===== src/rtl/nibble_add_seq_if.sv =====
// Nibble-wide adder bus between the wide-add sequencer (master) and the
// external combinational 4-bit adder (slave).
interface nibble_add_seq_if;
  logic [3:0] add_a;
  logic [3:0] add_b;
  logic       add_cin;
  logic [3:0] add_sum;
  logic       add_cout;

  modport master (
    output add_a,
    output add_b,
    output add_cin,
    input  add_sum,
    input  add_cout
  );

  modport slave (
    input  add_a,
    input  add_b,
    input  add_cin,
    output add_sum,
    output add_cout
  );
endinterface


===== src/rtl/nibble_add_seq.sv =====
// Wide adder built by stepping an external 4-bit adder LSB nibble first.
// Optional NIBBLE_ADD_SUB_EN adds a sub input selecting A - B.
module nibble_add_seq #(
  parameter int NIBBLES = 4
) (
  input  logic                 clk,
  input  logic                 rst,
  input  logic [3:0]           sw,
  input  logic [1:0]           btn,
  input  logic                 start,
`ifdef NIBBLE_ADD_SUB_EN
  input  logic                 sub,
`endif
  nibble_add_seq_if.master     adder,
  output logic [4*NIBBLES-1:0] result,
  output logic                 carry,
  output logic                 busy,
  output logic                 done
);
  localparam int W    = 4 * NIBBLES;
  localparam int IDXW = $clog2(NIBBLES);
  localparam logic [IDXW-1:0] LAST_IDX = IDXW'(NIBBLES - 1);

  typedef enum logic [1:0] {S_IDLE, S_ADD, S_DONE} state_t;

  state_t          r_state;
  logic [W-1:0]    r_a;
  logic [W-1:0]    r_b;
  logic [W-1:0]    r_result;
  logic [IDXW-1:0] r_idx;
  logic [1:0]      r_btn_q;
  logic            r_sub;
  logic            r_carry;
  logic            r_busy;
  logic            r_done;
  logic [3:0]      r_add_a;
  logic [3:0]      r_add_b;
  logic            r_add_cin;

  logic [1:0]      w_rise;
  logic            w_sub_in;
  logic [IDXW-1:0] w_idx_nxt;
  logic [3:0]      w_a_nib [NIBBLES];
  logic [3:0]      w_b_nib [NIBBLES];

  assign w_rise    = btn & ~r_btn_q;
  assign w_idx_nxt = (r_idx == LAST_IDX) ? '0 : r_idx + 1'b1;

`ifdef NIBBLE_ADD_SUB_EN
  assign w_sub_in = sub;
`else
  assign w_sub_in = 1'b0;
`endif

  generate
    for (genvar gi = 0; gi < NIBBLES; gi++) begin : g_nib
      assign w_a_nib[gi] = r_a[4*gi +: 4];
      assign w_b_nib[gi] = r_b[4*gi +: 4];
    end
  endgenerate

  // Adder operands are registered one nibble ahead: each capture edge also
  // presents the next nibble and forwards add_cout as the next carry-in.
  always_ff @(posedge clk) begin
    if (rst) begin
      r_state   <= S_IDLE;
      r_a       <= '0;
      r_b       <= '0;
      r_result  <= '0;
      r_idx     <= '0;
      r_btn_q   <= '0;
      r_sub     <= 1'b0;
      r_carry   <= 1'b0;
      r_busy    <= 1'b0;
      r_done    <= 1'b0;
      r_add_a   <= '0;
      r_add_b   <= '0;
      r_add_cin <= 1'b0;
    end else begin
      r_btn_q <= btn;
      r_done  <= 1'b0;
      case (r_state)
        S_IDLE: begin
          if (w_rise != 2'b00) begin
            if (w_rise[0]) r_a <= {r_a[W-5:0], sw};
            if (w_rise[1]) r_b <= {r_b[W-5:0], sw};
          end else if (start) begin
            r_state   <= S_ADD;
            r_busy    <= 1'b1;
            r_idx     <= '0;
            r_sub     <= w_sub_in;
            r_add_a   <= w_a_nib[0];
            r_add_b   <= w_b_nib[0] ^ {4{w_sub_in}};
            r_add_cin <= w_sub_in;
          end
        end
        S_ADD: begin
          r_result[{r_idx, 2'b00} +: 4] <= adder.add_sum;
          r_idx <= w_idx_nxt;
          if (r_idx == LAST_IDX) begin
            r_state   <= S_DONE;
            r_carry   <= adder.add_cout;
            r_done    <= 1'b1;
            r_add_a   <= '0;
            r_add_b   <= '0;
            r_add_cin <= 1'b0;
          end else begin
            r_add_a   <= w_a_nib[w_idx_nxt];
            r_add_b   <= w_b_nib[w_idx_nxt] ^ {4{r_sub}};
            r_add_cin <= adder.add_cout;
          end
        end
        S_DONE: begin
          r_state <= S_IDLE;
          r_busy  <= 1'b0;
        end
        default: begin
          r_state <= S_IDLE;
          r_busy  <= 1'b0;
        end
      endcase
    end
  end

  assign adder.add_a   = r_add_a;
  assign adder.add_b   = r_add_b;
  assign adder.add_cin = r_add_cin;
  assign result        = r_result;
  assign carry         = r_carry;
  assign busy          = r_busy;
  assign done          = r_done;
endmodule


===== src/flat_wrapper.sv =====
// flat-port wrapper written by rule: the top's interface ports become plain ports
module nibble_add_seq_flat 
#(
  parameter int NIBBLES = 4
)
  (clk, rst, sw, btn, start, result, carry, busy, done, adder_add_a, adder_add_b, adder_add_cin, adder_add_sum, adder_add_cout);
  nibble_add_seq_if adder_i ();
  input  logic clk;
  input  logic rst;
  input  logic [3:0] sw;
  input  logic [1:0] btn;
  input  logic start;
  output logic [4*NIBBLES-1:0] result;
  output logic carry;
  output logic busy;
  output logic done;
  output wire logic [$bits(adder_i.add_a)-1:0] adder_add_a;
  output wire logic [$bits(adder_i.add_b)-1:0] adder_add_b;
  output wire logic [$bits(adder_i.add_cin)-1:0] adder_add_cin;
  input wire logic [$bits(adder_i.add_sum)-1:0] adder_add_sum;
  input wire logic [$bits(adder_i.add_cout)-1:0] adder_add_cout;
  assign adder_add_a = adder_i.add_a;
  assign adder_add_b = adder_i.add_b;
  assign adder_add_cin = adder_i.add_cin;
  assign adder_i.add_sum = adder_add_sum;
  assign adder_i.add_cout = adder_add_cout;
  nibble_add_seq #(.NIBBLES(NIBBLES)) u_core (.clk(clk), .rst(rst), .sw(sw), .btn(btn), .start(start), .adder(adder_i), .result(result), .carry(carry), .busy(busy), .done(done));
endmodule

===== config.mk =====
export PLATFORM = sky130hd
export DESIGN_NAME = nibble_add_seq_flat
export DESIGN_NICKNAME = d
export VERILOG_FILES = /design/src/rtl/nibble_add_seq_if.sv /design/src/rtl/nibble_add_seq.sv /design/src/flat_wrapper.sv
export SDC_FILE = /design/constraint.sdc
export NUM_CORES = 1
export LEC_CHECK = 0
export CAP_MARGIN = 25
export CORE_AREA = 2 2 75 77
export CTS_CLUSTER_SIZE = 10
export DETAILED_ROUTE_END_ITERATION = 16
export DIE_AREA = 0 0 77 79
export GPL_TIMING_DRIVEN = 0
export PLACE_DENSITY = 0.8
export SLEW_MARGIN = 20
export SYNTH_ARGS = -nofsm -noshare
export SYNTH_HDL_FRONTEND = slang
export SYNTH_SLANG_ARGS = --single-unit

===== constraint.sdc =====
create_clock -name clk -period 2.51 [get_ports clk]
set_input_delay 0.753 -clock clk [delete_from_list [all_inputs] [get_ports clk]]
set_output_delay 0.753 -clock clk [all_outputs]
set_load 0.01 [all_outputs]

==> out/metrics.yaml <==
run_status:
  outcome: "finished, final reports clean"
power:
  p_per_area_nw_per_um2: 662
  power.leakage_nw: 1.20
  ir_drop_uv: 429
  p_total_mw: 2.27
critical_path:
  startpoint_type: "flip-flop"
  arrival_ps: 2470
  required_ps: 2750
  worstSetupPathType: "flip-flop to flip-flop"
  end_kind: "flip-flop"
  crit_fanout: 10
final_layout:
  final_core_util_pct: 64.3
  drive_gt1_share_pct: 9.67
  finalNetCount: 377
  fin_area_um2: 3430
  area_delta_synth_final_pct: 26.3
  insertedDiodeCount: 0
  fillers: 461
timing:
  setup_violations: 0
  finalHoldViolCount: 0
  fin_worst_skew_ps: 3.85
  worst_pin_slew_ps: 666
  rsz0062_at_grt: "no"
  max-slew-margin-rel_pct: 54.9
  fin_crit_ps: 2230
  timing.final.crit_share_pct: 89.0
  drv_slew: 0
  fmax_mhz: 447
clock_tree:
  cts-buffers-inserted: 9
  root_buffer: "clkbuf_8"
  cts_buffer_depth: 2
  tritoncts: "done"
  cts_hold_buf: 0
  clock_latency_ps: 350
  clkTransAtPathRegs_ps: 70
  clock-sinks: 66
  cts_max_level: 3
routing:
  drc: 0
  via_count: 2375
  wire_per_inst_um: 14.9
  first_pass_iters: 4
  postRouteAntennaNets: 0
  top_layer_used: "met4"
  finalWirelength_um: 6450
  first_iter_violations: 120
  wl_met2_um: 3160
  vias_per_cell: 5.47
  wl_met3_um: 362
  met1Wirelength_um: 2770
min_path:
  holdCritPathClass: "flip-flop to flip-flop"
global_route:
  grt_pass1_wl_um: 10800
  track_usage_pct: 22.8
  antenna_found_initial: 0
  grt_pass1_vias: 2330
  grt-ovfl-total: 0
  grt_max_degree: 11
yosys:
  netlist.area_leader.share_pct: 48.6
  yosysSeqAreaShare_pct: 48.6
  avgSynthCellArea_um2: 8.88
  synthTopCellsByCount: "nand2_1 (74), dfxtp_1 (66), a21oi_1 (34)"
  yosys.area.top_type: "dfxtp_1"
  yosysMostFrequentCell: "nand2_1"
  synth_area_leaders: "dfxtp_1 (49%), nand2_1 (10%), a21oi_1 (6.3%), a22oi_1 (4.4%), nor2_1 (4.0%)"
  ys_warn_count: 0
  synth_edf_count: 0
  ys.flop_type: "dfxtp_1"
  netlist_instances: 306
  ys_ff_latch: 66
  netlist_area_um2: 2720
  ys_types: 38
  synth-async-reset-ratio_pct: 0
  synth_nets: 326
placement:
  place_congestion: 0.812
  placed_area_um2: 3210
  portBuffers: 40
  hpwl_um: 4620
floorplan:
  die-area_um2: 6080
  initial_core_util_pct: 50.9
  fp-row-count: 27
  ios: 42
  die_y_um: 79
  coreArea_um2: 5340
  die_w_um: 77
flow_run:
  maxCapViolCount: 0
worst max-delay path: stages (launching register included):
cell,delay [ps]
dfxtp_2,480
inv_2,130
ha_1,360
buf_2,240
o41ai_4,460
nand2_1,120
a311oi_1,330
sequential cells by signal, summed over array words and instances, names as in the netlist:
register / cells
u_core.r_a: 16
u_core.r_btn_q: 2
u_core.r_b: 16
u_core.adder.add_a: 4
u_core.carry: 1
u_core.r_state: 2
u_core.done: 1
u_core.r_idx: 2
u_core.adder.add_b: 4
u_core.busy: 1
u_core.adder.add_cin: 1
u_core.result: 16
path summary, 6_finish.rpt:
kind	startpoint	slack, ps	to	depth (start not counted)
max reg2reg	u_core.r_idx[0]$_SDFFE_PP0P_	280	u_core.adder.add_b[0]$_SDFFE_PP0P_	6
min reg2reg	u_core.r_a[12]$_SDFFE_PP0P_	460	u_core.r_a[12]$_SDFFE_PP0P_	2
max	u_core.r_idx[0]$_SDFFE_PP0P_	280	u_core.adder.add_b[0]$_SDFFE_PP0P_	6
min	u_core.r_a[12]$_SDFFE_PP0P_	460	u_core.r_a[12]$_SDFFE_PP0P_	2
layout by cell type, fill, tap and decap left out, types with 4 or more instances in the layout:
cell type / instances
nand2_1: 74
dfxtp_1: 65
clkdlybuf4s50_1: 40
a21oi_1: 34
nor2_1: 29
clkbuf_1: 16
a22oi_1: 16
clkbuf_8: 11
ha_1: 6
mux2i_1: 5
o21ai_0: 4
mux4_2: 4
nor2b_1: 4
a211oi_1: 4
a2bb2oi_1: 4
a311oi_1: 4
layout make-up:
type / instances / area (um2) / share of cell area, %
plain buffers: 18 / 78.8 / 2.30
clock buffers: 14 / 163 / 4.74
clock inverters: 2 / 35.0 / 1.02
inverters: 4 / 15.0 / 0.437
multi-input cells: 218 / 1330 / 38.7
flip-flops and latches: 66 / 1320 / 38.5
well taps: 72 / 90.1 / 2.62
repair buffers: 40 / 400 / 11.7
metal layers:
metal	vias up	GRT usage, %
li1	1161	-
met1	1113	27.5
met2	80	37.8
met3	21	4.20
met4	0	14.5
met5	-	0
power breakdown:
part,switching [mW],internal (mW)
clock,0.385,0.513
sequential,0.0271,1.08
combinational,0.151,0.113
total,0.563,1.71
cell families after synthesis:
| family | count (synthesis) | synth area share, % |
|---|---|---|
| AO/OA/AOI/OAI | 70 | 16.5 |
| AND/OR/NAND/NOR | 132 | 23.1 |
| flip-flops | 66 | 48.6 |
| buffers and inverters | 22 | 3.45 |
| multiplexers | 10 | 5.57 |
| adder cells (fa/ha/maj) | 6 | 2.76 |
stage by stage:
step           setup WS (ps)  cells  hold WS (ps)  TNS (ps)
2_1_floorplan            499    306           433         0
3_3_place_gp            10.1    418           443         0
3_5_place_dp           -76.4    418           451      -112
4_1_cts                 41.3    434           462         0
5_1_grt                  119    434           475         0
6_report                 275    434           456         0
timing repair:
item	4_1_cts	5_1_grt
resized for setup	1	3
buffers inserted	0	0
gates cloned	0	0
setup endpoints to repair	3	8
Power figures use the tool's default switching activity.
